<file path="config.mk">
export PLATFORM = sky130hd
export DESIGN_NAME = cpu_qsys_dct_pack_ctrl
export DESIGN_NICKNAME = d
export VERILOG_FILES = /design/src/rtl/cpu_qsys_dct_pkg.sv /design/src/rtl/cpu_qsys_dct_out_reg.sv /design/src/rtl/cpu_qsys_dct_pack_ctrl.sv
export SDC_FILE = /design/constraint.sdc
export NUM_CORES = 1
export LEC_CHECK = 0
export ABC_CLOCK_PERIOD_IN_PS = 2930
export CORE_ASPECT_RATIO = 1.1
export CORE_MARGIN = 2
export CORE_UTILIZATION = 45
export DETAILED_ROUTE_END_ITERATION = 7
export PLACE_DENSITY = 0.68
export REMOVE_ABC_BUFFERS = 1
export SLEW_MARGIN = 20
export SYNTH_ARGS = -nofsm -noshare
export SYNTH_HDL_FRONTEND = slang
export SYNTH_HIERARCHICAL = 1
export SYNTH_SLANG_ARGS = --single-unit
export TNS_END_PERCENT = 100
</file>
<file path="constraint.sdc">
create_clock -name clk -period 2.93 [get_ports clk]
set_clock_uncertainty 0.05 [all_clocks]
set_input_delay 0.4395 -clock clk [delete_from_list [all_inputs] [get_ports clk]]
set_output_delay 0.4395 -clock clk [all_outputs]
set_load 0.02 [all_outputs]
</file>
<file path="src/rtl/cpu_qsys_dct_pkg.sv">
// cpu_qsys_dct_pkg: shared DCT packing constants and the drain FSM state type.
package cpu_qsys_dct_pkg;
    localparam int DCT_FRAG_W = 3;
    localparam int DCT_SLOTS  = 10;
    localparam int DCT_BUF_W  = DCT_FRAG_W * DCT_SLOTS;
    typedef enum logic [1:0] {RUN, DRAIN, ENDED} dct_state_t;
endpackage

</file>
<file path="src/rtl/cpu_qsys_dct_out_reg.sv">
// cpu_qsys_dct_out_reg: output holding register; the word stays stable while valid is high and ready is low.
module cpu_qsys_dct_out_reg #(
    parameter int BUF_W = 30,
    parameter int CNT_W = 4
) (
    input  logic             clk,
    input  logic             reset,
    input  logic             load,
    input  logic [BUF_W-1:0] load_buf,
    input  logic [CNT_W-1:0] load_cnt,
    input  logic             out_ready,
    output logic [BUF_W-1:0] dct_buffer,
    output logic [CNT_W-1:0] dct_count,
    output logic             out_valid,
    output logic             out_free
);
    assign out_free = !out_valid || out_ready;
    // load is only raised by the packer when out_free is already true
    always_ff @(posedge clk) begin
        if (reset) begin
            dct_buffer <= '0;
            dct_count  <= '0;
            out_valid  <= 1'b0;
        end else if (load) begin
            dct_buffer <= load_buf;
            dct_count  <= load_cnt;
            out_valid  <= 1'b1;
        end else if (out_ready) begin
            out_valid  <= 1'b0;
        end
    end
endmodule

</file>
<file path="src/rtl/cpu_qsys_dct_pack_ctrl.sv">
// cpu_qsys_dct_pack_ctrl: packs trace fragments into DCT words, flushes partial words
// and runs the end-of-test drain that raises test_has_ended.
module cpu_qsys_dct_pack_ctrl
    import cpu_qsys_dct_pkg::*;
#(
    parameter int FRAG_W = DCT_FRAG_W,
    parameter int SLOTS  = DCT_SLOTS,
    parameter int CNT_W  = 4,
    parameter int FCNT_W = 16,
    localparam int BUF_W = FRAG_W * SLOTS
) (
    input  logic              clk,
    input  logic              reset,
    input  logic              frag_valid,
    input  logic [FRAG_W-1:0] frag_data,
    output logic              frag_ready,
    input  logic              flush_req,
    input  logic              test_ending,
    output logic [BUF_W-1:0]  dct_buffer,
    output logic [CNT_W-1:0]  dct_count,
    output logic              out_valid,
    input  logic              out_ready,
    output logic              test_has_ended,
    output logic [FCNT_W-1:0] frame_cnt
);
    localparam logic [CNT_W-1:0] FULL = CNT_W'(SLOTS);
    dct_state_t       state, state_nx;
    logic [BUF_W-1:0] asm_buf;
    logic [CNT_W-1:0] asm_cnt;
    logic             flush_pend, out_free, promote, accept;
    assign frag_ready     = (state == RUN) && (asm_cnt < FULL) && !flush_pend;
    assign accept         = frag_valid && frag_ready;
    assign promote        = out_free && (asm_cnt == FULL ||
                            ((flush_pend || state == DRAIN) && asm_cnt != '0));
    assign test_has_ended = state == ENDED;
    always_ff @(posedge clk) begin
        if (reset) begin
            state      <= RUN;
            asm_buf    <= '0;
            asm_cnt    <= '0;
            flush_pend <= 1'b0;
            frame_cnt  <= '0;
        end else begin
            state <= state_nx;
            if (promote) begin
                asm_buf    <= '0;
                asm_cnt    <= '0;
                flush_pend <= 1'b0;
                frame_cnt  <= frame_cnt + FCNT_W'(1);
            end else begin
                // cleared slots are zero, so OR-ing the shifted fragment places it
                if (accept) begin
                    asm_buf <= asm_buf | (BUF_W'(frag_data) << (FRAG_W * int'(asm_cnt)));
                    asm_cnt <= asm_cnt + CNT_W'(1);
                end
                if (flush_req && asm_cnt != '0 && state != ENDED)
                    flush_pend <= 1'b1;
            end
        end
    end
    always_comb begin
        state_nx = state;
        case (state)
            RUN:     state_nx = test_ending ? DRAIN : RUN;
            DRAIN:   state_nx = (asm_cnt == '0 && !out_valid) ? ENDED : DRAIN;
            default: state_nx = state;
        endcase
    end
    cpu_qsys_dct_out_reg #(.BUF_W(BUF_W), .CNT_W(CNT_W)) u_out (
        .clk        (clk),
        .reset      (reset),
        .load       (promote),
        .load_buf   (asm_buf),
        .load_cnt   (asm_cnt),
        .out_ready  (out_ready),
        .dct_buffer (dct_buffer),
        .dct_count  (dct_count),
        .out_valid  (out_valid),
        .out_free   (out_free)
    );
endmodule

</file>
# == Word-level counts from Yosys, hierarchy flattened ==
# Cells that the tools add are included.
# word_totals
wordCells,42
input_bits,9
regBits,88
# op_classes
n_eq_ne,4
mul,1
addsub,2
order_cmp,1
shifts,1
n_mux,5
reduce_logical,19
n_bitwise,1
# ops
operator,count
$or A30 B30 Y30,1
$shl A3 B6 Y30,1
$add A16 B1 Y16 const B,1
$logic_and A1 B1 Y1,8
$mul A2 B4 Y6 const A,1
$add A4 B1 Y4 const B,1
$eq A4 B4 Y1 const B,1
$logic_not A4 Y1,1
$lt A4 B4 Y1 const B,1
$pmux W2 S2,1
$reduce_bool A2 Y1,2
$reduce_bool A4 Y1,1
$logic_or A1 B1 Y1,3
$mux W1,3
$eq A2 B1 Y1 const B,1
$eq A2 B2 Y1 const B,1
$logic_not A1 Y1,2
$logic_not A2 Y1,1
$mux W2,1
$ne A2 B2 Y1 const B,1
$reduce_or A2 Y1,1

# == Longest topological paths before layout ==
# Gate-level depths: netlist of the first run.
# logic_depth
depth_word,6
ltp_mapped,10
mapped_depth_nobuf,7

# == Hierarchy ==
# Netlist of the first run, hierarchy kept.
# by_module_without_submodules
module,n_inst,area_each_um2,cells_per_inst,seq_area_each_um2
cpu_qsys_dct_pack_ctrl,1,2097.0,233,1061.0
cpu_qsys_dct_out_reg,1,1272.5,114,700.7

# == Worst setup path after synthesis of the first run ==
# No wires, ideal clock.
# synth_path
path_type,reg2reg
from,register asm_cnt[0]
to,register u_out.dct_buffer[10]
setup_ns,0.128
t_arrival_ns,1.723
path_buffers,3
synth_period_minus_slack_ns,1.901
path_slack_ns,1.029
stages_incl_launch_ff,11
cell_sequence,dfxtp_1 -> inv_1 -> ha_1 -> and2_0 -> buf_4 -> o21ai_4 -> inv_1 -> buf_6 -> buf_12 -> mux2i_1 -> nor2_1
# synth_via
elab_chain_cells,4
# synth_rtl
element,line_no,text
"start, declared",cpu_qsys_dct_pack_ctrl.sv:29,logic [CNT_W-1:0] asm_cnt;
"start signal, assigned",cpu_qsys_dct_pack_ctrl.sv:54,asm_cnt <= asm_cnt + CNT_W'(1);
$reduce_bool A4 Y1,cpu_qsys_dct_pack_ctrl.sv:34,((flush_pend || state == DRAIN) && asm_cnt != '0));
$logic_and A1 B1 Y1,cpu_qsys_dct_pack_ctrl.sv:34,
$logic_or A1 B1 Y1 (*),cpu_qsys_dct_pack_ctrl.sv:33,assign promote = out_free && (asm_cnt == FULL ||
$logic_and A1 B1 Y1 (*),cpu_qsys_dct_pack_ctrl.sv:33,
via promote,cpu_qsys_dct_pack_ctrl.sv:30,"logic flush_pend, out_free, promote, accept;"
"end signal, assigned",cpu_qsys_dct_out_reg.sv:25,dct_buffer <= load_buf;
"end, declared",cpu_qsys_dct_out_reg.sv:12,"output logic [BUF_W-1:0] dct_buffer,"
# The timed path passes the listed nets; every way through them passes the cells marked *.
# A chain may end at the register's enable or synchronous reset.

# == Worst setup path in the final report of the first run ==
# layout_path
from,register asm_cnt[0]
to,register u_out.dct_buffer[14]
# The elaborated chain is that of the path after synthesis.

==> results of run 1 <==
## power groups by stage
stage                     clock, W  sequential (W)  combinational (W)
final                     0.000871         0.00127           0.000375
after CTS                 0.000895         0.00127           0.000376
after global routing      0.000938         0.00128           0.000404
after detailed placement         0         0.00130           0.000375
after floorplan                  0         0.00130           0.000246
after global placement           0         0.00129           0.000371
## cells in the mapped netlist (all sizes together), types with 5 or more instances
cell,count
a21oi,41
and3,11
buf,11
clkbuf,6
dfxtp,88
inv,5
mux2i,36
nand2,5
nor2,86
o2111ai,5
o21ai,6
xor2,9
## sequential cells by signal (all words and copies together) (netlist names)
signal / flops
asm_buf: 30
asm_cnt: 4
flush_pend: 1
frame_cnt: 16
state: 2
u_out/dct_buffer: 30
u_out/dct_count: 4
u_out/out_valid: 1
## worst paths after layout
kind,from,cells past startpoint,endpoint
setup / recovery,asm_cnt[0],8,u_out/dct_buffer[14]
hold / removal,asm_buf[9],2,asm_buf[9]
setup reg to reg,asm_cnt[0],8,u_out/dct_buffer[14]
hold reg to reg,asm_buf[9],2,asm_buf[9]
## per-layer routing
metal	GRT usage (%)	vias up	share of wire, %
met5	0	-	0
met4	9.38	0	3.1
met2	28.3	62	44
met1	24.3	1193	49
li1	-	1310	-
met3	3.15	19	3.9
## placed cells by master, fill, tap and decap left out, types with 2 or more instances in the layout
master / n
ha_1: 4
mux2i_1: 36
clkinv_4: 2
a21oi_1: 41
clkbuf_8: 10
o211ai_1: 2
nor2b_1: 3
clkdlybuf4s50_1: 60
nand2_1: 5
nand2b_1: 2
dfxtp_1: 88
o2111ai_1: 5
nor2_1: 85
nand3_1: 2
inv_1: 4
or4_1: 3
and4_1: 3
xor2_1: 9
nand4_1: 2
o31ai_1: 4
or3_1: 4
and3_1: 11
o21ai_0: 5
buf_4: 4
## area by class of cell
type	instances	area (µm²)
fillers	686	3150
flip-flops and latches	88	1760
multi-input cells	237	1460
repair buffers	65	636
clock buffers	10	138
well taps	87	109
clock inverters	6	75.1
inverters	5	18.8
## worst max-delay path, stage by stage (launching register included)
cell and delay, ns:
dfxtp_1 0.45, inv_1 0.13, ha_1 0.21, and2_0 0.33, o21ai_4 0.35, clkinv_1 0.14
buf_4 0.26, mux2i_1 0.20, nor2_1 0.05
## through the flow
stage          util (%)  instance area (µm²)
3_3_place_gp       54.2                 3980
3_5_place_dp       54.2                 3980
2_1_floorplan         -                 3240
4_1_cts            57.1                 4200
5_1_grt            57.1                 4200
6_report           57.1                 4200
## cell families after synthesis
family	count (synthesis)
buffers and inverters	22
AOI/OAI and AO/OA	61
adders and majority gates	4
DFF	88
muxes	36
xor gates and xnor gates	10
and+or+nand+nor	126
==> reports/metrics.yaml, run 1 <==
synth:
  synth_edf_count: 0
  synth_mux_area_share_pct: 10.7
  syn_area_um2: 3370
  post-synth-top-area-cell: "dfxtp_1"
  synth_compound_area_share_pct: 11.3
  yosysWarnings: 6
  ys_async_sr_fraction_pct: 0
  synthAdderAreaFrac_pct: 1.49
  synth_top_area_share_pct: 52.3
  synth_cell_types: 36
  synthXorXnorAreaFrac_pct: 2.60
  syn_inst: 347
  synth_seq_cells: 88
  synth_top_family_by_area: "simple AND/OR/NAND/NOR gates"
  ys.flop_type: "dfxtp_1"
  synth_simple_gate_area_share_pct: 17.2
  syn_area_per_cell_um2: 9.71
  synth_area_leaders: "dfxtp_1 52%, mux2i_1 11%, nor2_1 9.5%"
  yosysSeqAreaShare_pct: 52.3
place:
  portBuffers: 61
  placed_cells: 482
  hpwl_mm: 4.71
  gp_congestion: 0.784
  place_ws_ns: 0.612
global_route:
  grt_usage_pct: 18.2
  grt_pass1_vias: 2486
  antenna_found_initial: 0
  overflow: 0
  grt_pass1_wl_mm: 11.7
  grt_max_degree: 36
timing:
  timing.final.crit_period_ns: 2.29
  finalSetupViolations: 0
  maxSlewHeadroom_pct: 52.8
  timing.final.crit_share_pct: 78.2
  rsz0062_at_grt: "no"
  tightest_slew_ns: 0.706
  hold_viol_final: 0
  drv_slew: 0
  fmax_ghz: 0.437
  whs_ns: 0.426
  fin_ws_ns: 0.640
  finalSetupTns_ns: 0
floorplanning:
  start_util_pct: 45.8
  core.rowCount: 33
  core-area_um2: 7350
  ios: 62
  die_y_um: 94.8
  fp.dieArea_um2: 8200
  die_w_um: 86.5
power:
  vdd_drop_max_mv: 0.283
  total_power_w: 0.00251
  p_switching_w: 0.000709
  seqPwrFrac_pct: 50.4
  clkPwrFrac_pct: 34.7
  p_comb_share_pct: 14.9
  sw_frac_of_total_pct: 28.2
  p_per_area_nw_per_um2: 599
  p_leak_nw: 1.52
  intPower_w: 0.00180
clock_network:
  cts_tree: "done"
  h-tree-depth: 3
  clk-insertion-delay-late_ns: 0.35
  cts_buffers: 9
  cts_buffer_depth: 2
  hold_buffers: 0
  cts.sinks: 88
  clock-root-buffer: "clkbuf_8"
  cts.reportedPaths.clkPinSlew_ns: 0.09
  post-cts-setup-buffers: 0
  cts_resized: 0
worst_setup_path:
  start_kind: "flip-flop"
  worstPathMaxFanout: 19
  critPathArrivalTime_ns: 2.46
  critical_path_class: "reg -> reg"
  ff2ff_setup_slack_ns: 0.64
  cp-end-kind: "flip-flop"
  required_ns: 3.10
finish:
  drive_gt1_share_pct: 6.08
  antenna_cells: 0
  areaGrowthSynthToFinish_pct: 24.5
  nNetsFinal: 419
  final_cells: 498
routing:
  dr.pass1.iters: 4
  wire_per_inst_um: 14.2
  drc: 0
  drtAntennaViolNets: 0
  num_vias: 2584
  via_per_inst: 5.19
  drt-total-wl_mm: 7.06
  drt_iter0_markers: 113
flow_run:
  maxCapViolations: 0
min_path:
  hold_class: "reg -> reg"
outcome:
  status: "finished clean"
Note: power is estimated with default switching activity, not from simulation.
==> inputs of run 2 (changes only) <==
--- a/config.mk
+++ b/config.mk
@@ -5,7 +5,7 @@
 export SDC_FILE = /design/constraint.sdc
 export NUM_CORES = 1
 export LEC_CHECK = 0
-export ABC_CLOCK_PERIOD_IN_PS = 2930
+export ABC_CLOCK_PERIOD_IN_PS = 2150
 export CORE_ASPECT_RATIO = 1.1
 export CORE_MARGIN = 2
 export CORE_UTILIZATION = 45
==> constraint.sdc (replaced) <==
create_clock -name clk -period 2.15 [get_ports clk]
set_clock_uncertainty 0.05 [all_clocks]
set_input_delay 0.3225 -clock clk [delete_from_list [all_inputs] [get_ports clk]]
set_output_delay 0.3225 -clock clk [all_outputs]
set_load 0.02 [all_outputs]
==> run 2 against run 1 <==
Core utilization grew 1.0 points. Cell count increased by 2.0%. Non-clock buffer count increased by 10. Via count grew 2.2%. Register-to-register slack worse by 0.50 ns. Critical path depth down 2. Worst hold slack lost 0.13 ns. Sequential share of layout area is 0.74 points lower. Design area is 1.8% higher. Global-route usage rose by 0.36 points. Critical endpoint is now frame_cnt[10].
==> reports/metrics.yaml, run 2 (synthesis results as in run 1) <==
place:
  portBuffers: 61  # unchanged
  place_ws_ns: 0.112  # was 0.612 ns
  hpwl_mm: 4.99  # was 4.71 mm
  gp_congestion: 0.772  # was 0.784
timing:
  rsz0062_at_grt: "no"  # unchanged
  timing.final.crit_share_pct: 93.4  # was 78.2%
  hold_viol_final: 0  # unchanged
  fin_ws_ns: 0.143  # was 0.640 ns
  fmax_ghz: 0.498  # was 0.437 GHz
  maxSlewHeadroom_pct: 56.9  # was 52.8%
  tightest_slew_ns: 0.644  # was 0.706 ns
  drv_slew: 0  # unchanged
  whs_ns: 0.294  # was 0.426 ns
  timing.final.crit_period_ns: 2.01  # was 2.29 ns
  finalSetupViolations: 0  # unchanged
clock_network:
  cts.sinks: 88  # unchanged
  cts.reportedPaths.clkPinSlew_ns: 0.09  # about the same
  cts_tree: "done"  # unchanged
  cts_buffers: 9  # unchanged
  clk-insertion-delay-late_ns: 0.34  # was 0.35 ns
  clock-root-buffer: "clkbuf_8"  # unchanged
  h-tree-depth: 3  # unchanged
  cts_buffer_depth: 2  # unchanged
  post-cts-setup-buffers: 0  # unchanged
finish:
  nNetsFinal: 429  # was 419
  fillers: 684  # was 686
  final_cell_mix: "88 x dfxtp_1, 85 x nor2_1, 59 x clkdlybuf4s50_1, 41 x a21oi_1, 36 x mux2i_1"  # was 88 x dfxtp_1, 85 x nor2_1, 60 x clkdlybuf4s50_1, 41 x a21oi_1, 36 x mux2i_1
  top_regs: "asm_buf x30, u_out/dct_buffer x30, frame_cnt x16"  # unchanged
  areaGrowthSynthToFinish_pct: 26.7  # was 24.5%
  layout.cells.most_common: "dfxtp_1"  # unchanged
  drive_gt1_share_pct: 8.55  # was 6.08%
  antenna_cells: 0  # unchanged
worst_setup_path:
  critical_path_class: "reg -> reg"  # unchanged
  start_kind: "flip-flop"  # unchanged
  reg2regPathDepth: 6  # was 8
  cp-end-kind: "flip-flop"  # unchanged
  required_ns: 2.38  # was 3.10 ns
  critPathArrivalTime_ns: 2.23  # was 2.46 ns
  cp_slowest_cell: "or4_1"  # was dfxtp_1
  critical-path-max-stage-delay_ns: 0.48  # was 0.45 ns
  worstPathMaxFanout: 8  # was 19
  crit_path_cell_trace: "nor2b_1 -> and2_0 -> buf_4 -> o211ai_2 -> or4_1 -> a21oi_1"  # was inv_1 -> ha_1 -> and2_0 -> o21ai_4 -> clkinv_1 -> buf_4 -> mux2i_1 -> nor2_1
floorplanning:
  core-area_um2: 7350  # unchanged
  die_y_um: 94.8  # unchanged
  ios: 62  # unchanged
  fp.dieArea_um2: 8200  # unchanged
  die_w_um: 86.5  # unchanged
  core.rowCount: 33  # unchanged
  start_util_pct: 45.8  # unchanged
routing:
  via_per_inst: 5.20  # was 5.19
  num_vias: 2642  # was 2,584
  wire_per_inst_um: 14.3  # was 14.2 µm
  drt_iter0_markers: 97  # was 113
  drtAntennaViolNets: 0  # unchanged
  dr.pass1.iters: 4  # unchanged
  drt-total-wl_mm: 7.24  # was 7.06 mm
  drc: 0  # unchanged
flow_run:
  maxCapViolations: 0  # unchanged
min_path:
  min_delay_path_depth: 2  # unchanged
  hold_class: "in -> reg"  # was reg -> reg
global_route:
  antenna_found_initial: 0  # unchanged
  overflow: 0  # unchanged
  grt_max_degree: 36  # unchanged
  grt_pass1_wl_mm: 12.2  # was 11.7 mm
  grt_usage_pct: 18.6  # was 18.2%
  grt_pass1_vias: 2670  # was 2,486
power:
  total_power_w: 0.00333  # was 0.00251 W
  p_switching_w: 0.000957  # was 0.000709 W
  vdd_drop_max_mv: 0.434  # was 0.283 mV
  p_leak_nw: 1.56  # was 1.52 nW
  sw_frac_of_total_pct: 28.8  # was 28.2%
  p_comb_share_pct: 17.2  # was 14.9%
  p_per_area_nw_per_um2: 779  # was 599 nW/µm²
  seqPwrFrac_pct: 51.6  # was 50.4%
  intPower_w: 0.00237  # was 0.00180 W
  clkPwrFrac_pct: 31.2  # was 34.7%
outcome:
  status: "finished clean"  # unchanged
run 2: worst max-delay path, delay by kind of cell, from the launching register on:
family,cells,cell delay (ns)
AOI/OAI and AO/OA,2,0.27
buffers and inverters,1,0.20
DFF,1,0.42
and+or+nand+nor,3,0.99
run 2: power groups by stage:
stage | combinational (W) | sequential [W] | clock [W]
floorplan | 0.000335 | 0.00177 | 0
global placement | 0.000574 | 0.00176 | 0
global route | 0.000628 | 0.00173 | 0.00113
CTS | 0.000574 | 0.00172 | 0.00106
detailed placement | 0.000577 | 0.00176 | 0
finish | 0.000571 | 0.00172 | 0.00104
run 2: per-layer routing:
layer	track usage (%)	share of wire (%)	routed length (µm)	up-vias
met2	30.8	47	3420	70
li1	-	-	-	1325
met5	0	0	0	-
met3	3.67	4.1	297	13
met4	7.42	1.8	128	0
met1	23.8	47	3400	1234
run 2: timing repair:
action | 4_1_cts | 5_1_grt
hold buffers | 0 | 0
setup endpoints to repair | 1 | 3
gates resized for setup | 1 | 1
run 2: path summary, 6_finish.rpt:
path,start,endpoint,slack [ns]
max,asm_cnt[3],frame_cnt[10],0.14
min,reset,u_out/dct_buffer[11],0.29
max reg2reg,asm_cnt[3],frame_cnt[10],0.14
min reg2reg,asm_buf[9],asm_buf[9],0.43
run 2: final cells by class:
type | instances | area, µm² | share of cell area [%]
Clock buffer | 10 | 138 | 3.22
Clock inverter | 6 | 45.0 | 1.05
Inverter | 5 | 18.8 | 0.439
Multi-Input combinational cell | 237 | 1460 | 34.3
Sequential cell | 88 | 1760 | 41.3
Tap cell | 87 | 109 | 2.55
Timing Repair Buffer | 75 | 734 | 17.2
run 2: metrics by stage:
| step | cell area (µm²) | utilization [%] | cells | setup TNS [ns] |
|---|---|---|---|---|
| 2_1_floorplan | 3240 | - | 330 | -15.46 |
| 3_3_place_gp | 4080 | 55.5 | 492 | 0 |
| 3_5_place_dp | 4080 | 55.5 | 492 | 0 |
| 4_1_cts | 4260 | 58.0 | 508 | 0 |
| 5_1_grt | 4270 | 58.1 | 508 | 0 |
| 6_report | 4270 | 58.1 | 508 | 0 |
==> inputs of run 3 (changes only) <==
--- a/config.mk
+++ b/config.mk
@@ -10,7 +10,8 @@
 export CORE_MARGIN = 2
 export CORE_UTILIZATION = 45
 export DETAILED_ROUTE_END_ITERATION = 7
-export PLACE_DENSITY = 0.68
+export DONT_BUFFER_PORTS = 1
+export PLACE_DENSITY = 0.58
 export REMOVE_ABC_BUFFERS = 1
 export SLEW_MARGIN = 20
 export SYNTH_ARGS = -nofsm -noshare
==> run 3 against run 2 <==
Design area down 12%. First-iteration DRC count fell by 19%. Critical path depth rose by 2. Register-to-register slack better by 0.05 ns. Non-clock buffer count decreased by 54. Die area unchanged. Via count shrank 9.3%. Worst hold slack got worse by 0.24 ns. Count of clock-buffer cells in the layout up 1. Combinational power is 11% lower. Clock power rose by 8%. Critical endpoint is now u_out/dct_count[1]. Largest cell class unchanged. Highest routed layer unchanged.
==> reports/metrics.yaml, run 3 (synthesis results as in run 1) <==
timing:
  tightest_slew_ns: 0.602  # was 0.644 ns
  drv_slew: 0  # unchanged
  fin_ws_ns: 0.191  # was 0.143 ns
  rsz0062_at_grt: "no"  # unchanged
  maxSlewHeadroom_pct: 59.7  # was 56.9%
  timing.final.crit_period_ns: 1.96  # was 2.01 ns
  hold_viol_final: 0  # unchanged
  fmax_ghz: 0.511  # was 0.498 GHz
  timing.final.crit_share_pct: 91.1  # was 93.4%
  finalSetupViolations: 0  # unchanged
finish:
  top_regs: "asm_buf x30, u_out/dct_buffer x30, frame_cnt x16"  # unchanged
  nNetsFinal: 375  # was 429
  final_cell_mix: "87 x dfxtp_1, 85 x nor2_1, 41 x a21oi_1, 36 x mux2i_1, 18 x buf_4"  # was 88 x dfxtp_1, 85 x nor2_1, 59 x clkdlybuf4s50_1, 41 x a21oi_1, 36 x mux2i_1
  layout.cells.most_common: "dfxtp_1"  # unchanged
  final_area_um2: 3740  # was 4270 µm²
  antenna_cells: 0  # unchanged
  areaGrowthSynthToFinish_pct: 11.0  # was 26.7%
  drive_gt1_share_pct: 11.2  # was 8.55%
  fillers: 727  # was 684
worst_setup_path:
  critical-path-max-stage-delay_ns: 0.34  # was 0.48 ns
  critPathArrivalTime_ns: 2.14  # was 2.23 ns
  crit_path_cell_trace: "inv_1 -> ha_1 -> and2_0 -> o21ai_4 -> clkinv_1 -> buf_12 -> mux2i_1 -> nor2_1"  # was nor2b_1 -> and2_0 -> buf_4 -> o211ai_2 -> or4_1 -> a21oi_1
  start_kind: "flip-flop"  # unchanged
  cp_slowest_cell: "dfxtp_1"  # was or4_1
  worstPathMaxFanout: 35  # was 8
  cp-end-kind: "flip-flop"  # unchanged
  critical_path_class: "reg -> reg"  # unchanged
  required_ns: 2.33  # was 2.38 ns
place:
  place_area_um2: 3500  # was 4080 µm²
  portBuffers: 0  # was 61
  gp_congestion: 0.772  # about the same
  hpwl_mm: 4.65  # was 4.99 mm
  place_ws_ns: 0.120  # was 0.112 ns
global_route:
  grt_max_degree: 54  # was 36
  grt_pass1_vias: 2284  # was 2,670
  antenna_found_initial: 0  # unchanged
  overflow: 0  # unchanged
  grt_usage_pct: 17.7  # was 18.6%
  grt_pass1_wl_mm: 11.1  # was 12.2 mm
power:
  vdd_drop_max_mv: 0.430  # was 0.434 mV
  total_power_w: 0.00336  # was 0.00333 W
  p_leak_nw: 1.41  # was 1.56 nW
  p_per_area_nw_per_um2: 898  # was 779 nW/µm²
routing:
  via_per_inst: 5.28  # was 5.20
  num_vias: 2395  # was 2,642
  drt_iter0_markers: 79  # was 97
  dr.pass1.iters: 4  # unchanged
  drt-total-wl_mm: 6.99  # was 7.24 mm
  drtAntennaViolNets: 0  # unchanged
  drc: 0  # unchanged
  wire_per_inst_um: 15.4  # was 14.3 µm
floorplanning:
  die_w_um: 86.5  # unchanged
  core.rowCount: 33  # unchanged
  die_y_um: 94.8  # unchanged
  start_util_pct: 45.8  # unchanged
  fp.dieArea_um2: 8200  # unchanged
  ios: 62  # unchanged
  core-area_um2: 7350  # unchanged
clock_network:
  cts_buffer_depth: 2  # unchanged
  cts_tree: "done"  # unchanged
  cts.reportedPaths.clkPinSlew_ns: 0.08  # was 0.09 ns
  cts_buffers: 9  # unchanged
  cts.sinks: 88  # unchanged
  clk-insertion-delay-late_ns: 0.35  # was 0.34 ns
  h-tree-depth: 3  # unchanged
  clock-root-buffer: "clkbuf_8"  # unchanged
min_path:
  hold_class: "in -> reg"  # unchanged
outcome:
  status: "finished clean"  # unchanged
flow_run:
  maxCapViolations: 0  # unchanged
## run 3: cell count changes in the layout (fill, tap and decap cells not counted), sizes merged
cell,change
clkinvlp,-2
clkbuf,+1
clkdlybuf4s50,-59
bufinv,+1
buf,+6
dlygate4sd2,-1
## run 3: stage by stage
| step | TNS, ns | hold WS, ns | util (%) | std cells |
|---|---|---|---|---|
| detailed placement | 0 | 0.354 | 47.6 | 434 |
| floorplan | -15.46 | 0.342 | - | 330 |
| global placement | 0 | 0.352 | 47.6 | 434 |
| CTS | 0 | 0.0331 | 50.6 | 451 |
| global route | 0 | 0.0418 | 50.9 | 454 |
| finish | 0 | 0.0488 | 50.9 | 454 |
## run 3: final timing paths
check / startpoint / endpoint / slack [ns] / cells after the start
setup / recovery: asm_cnt[0] / u_out/dct_count[1] / 0.19 / 8
hold / removal: test_ending / state[0] / 0.05 / 2
setup reg to reg: asm_cnt[0] / u_out/dct_count[1] / 0.19 / 8
hold reg to reg: asm_buf[8] / asm_buf[8] / 0.43 / 2
## run 3: report_power, final
part / total [W] / internal (W) / leakage (nW) / switching, W
Combinational: 0.000510 / 0.000201 / 0.599 / 0.000309
Sequential: 0.00173 / 0.00168 / 0.710 / 0.0000480
Clock: 0.00112 / 0.000567 / 0.0993 / 0.000556
## run 3: what timing repair did
| item | CTS | global route |
|---|---|---|
| resized for setup | 0 | 1 |
| endpoints found under the hold margin | 53 | 0 |
| buffers inserted | 0 | 3 |
| hold buffers | 1 | 0 |
| setup endpoints to repair | 0 | 39 |
## run 3: area by class of cell
class / instances / area [µm²] / share of cell area (%)
Tap cell: 87 / 109 / 2.91
Inverter: 5 / 18.8 / 0.502
Timing Repair Buffer: 21 / 195 / 5.22
Multi-Input combinational cell: 237 / 1460 / 39.0
Clock inverter: 5 / 56.3 / 1.51
Sequential cell: 88 / 1760 / 47.1
Clock buffer: 11 / 141 / 3.78
## run 3: routing by layer
metal  share of wire [%]  up-vias  GRT usage, %
li1                    -     1224             -
met1                  43     1105          20.3
met5                   0        -             0
met4                 1.9        0          7.55
met3                 8.1       11          7.69
met2                  47       55          28.7
## run 3: worst max-delay path, delay by kind of cell, from the launching register on
kind                     cells  cell delay (ns)
adder cells (fa/ha/maj)      1             0.20
multiplexers                 1             0.17
AND/OR/NAND/NOR              2             0.28
buffers and inverters        3             0.46
flip-flops                   1             0.34
AO/OA/AOI/OAI                1             0.30
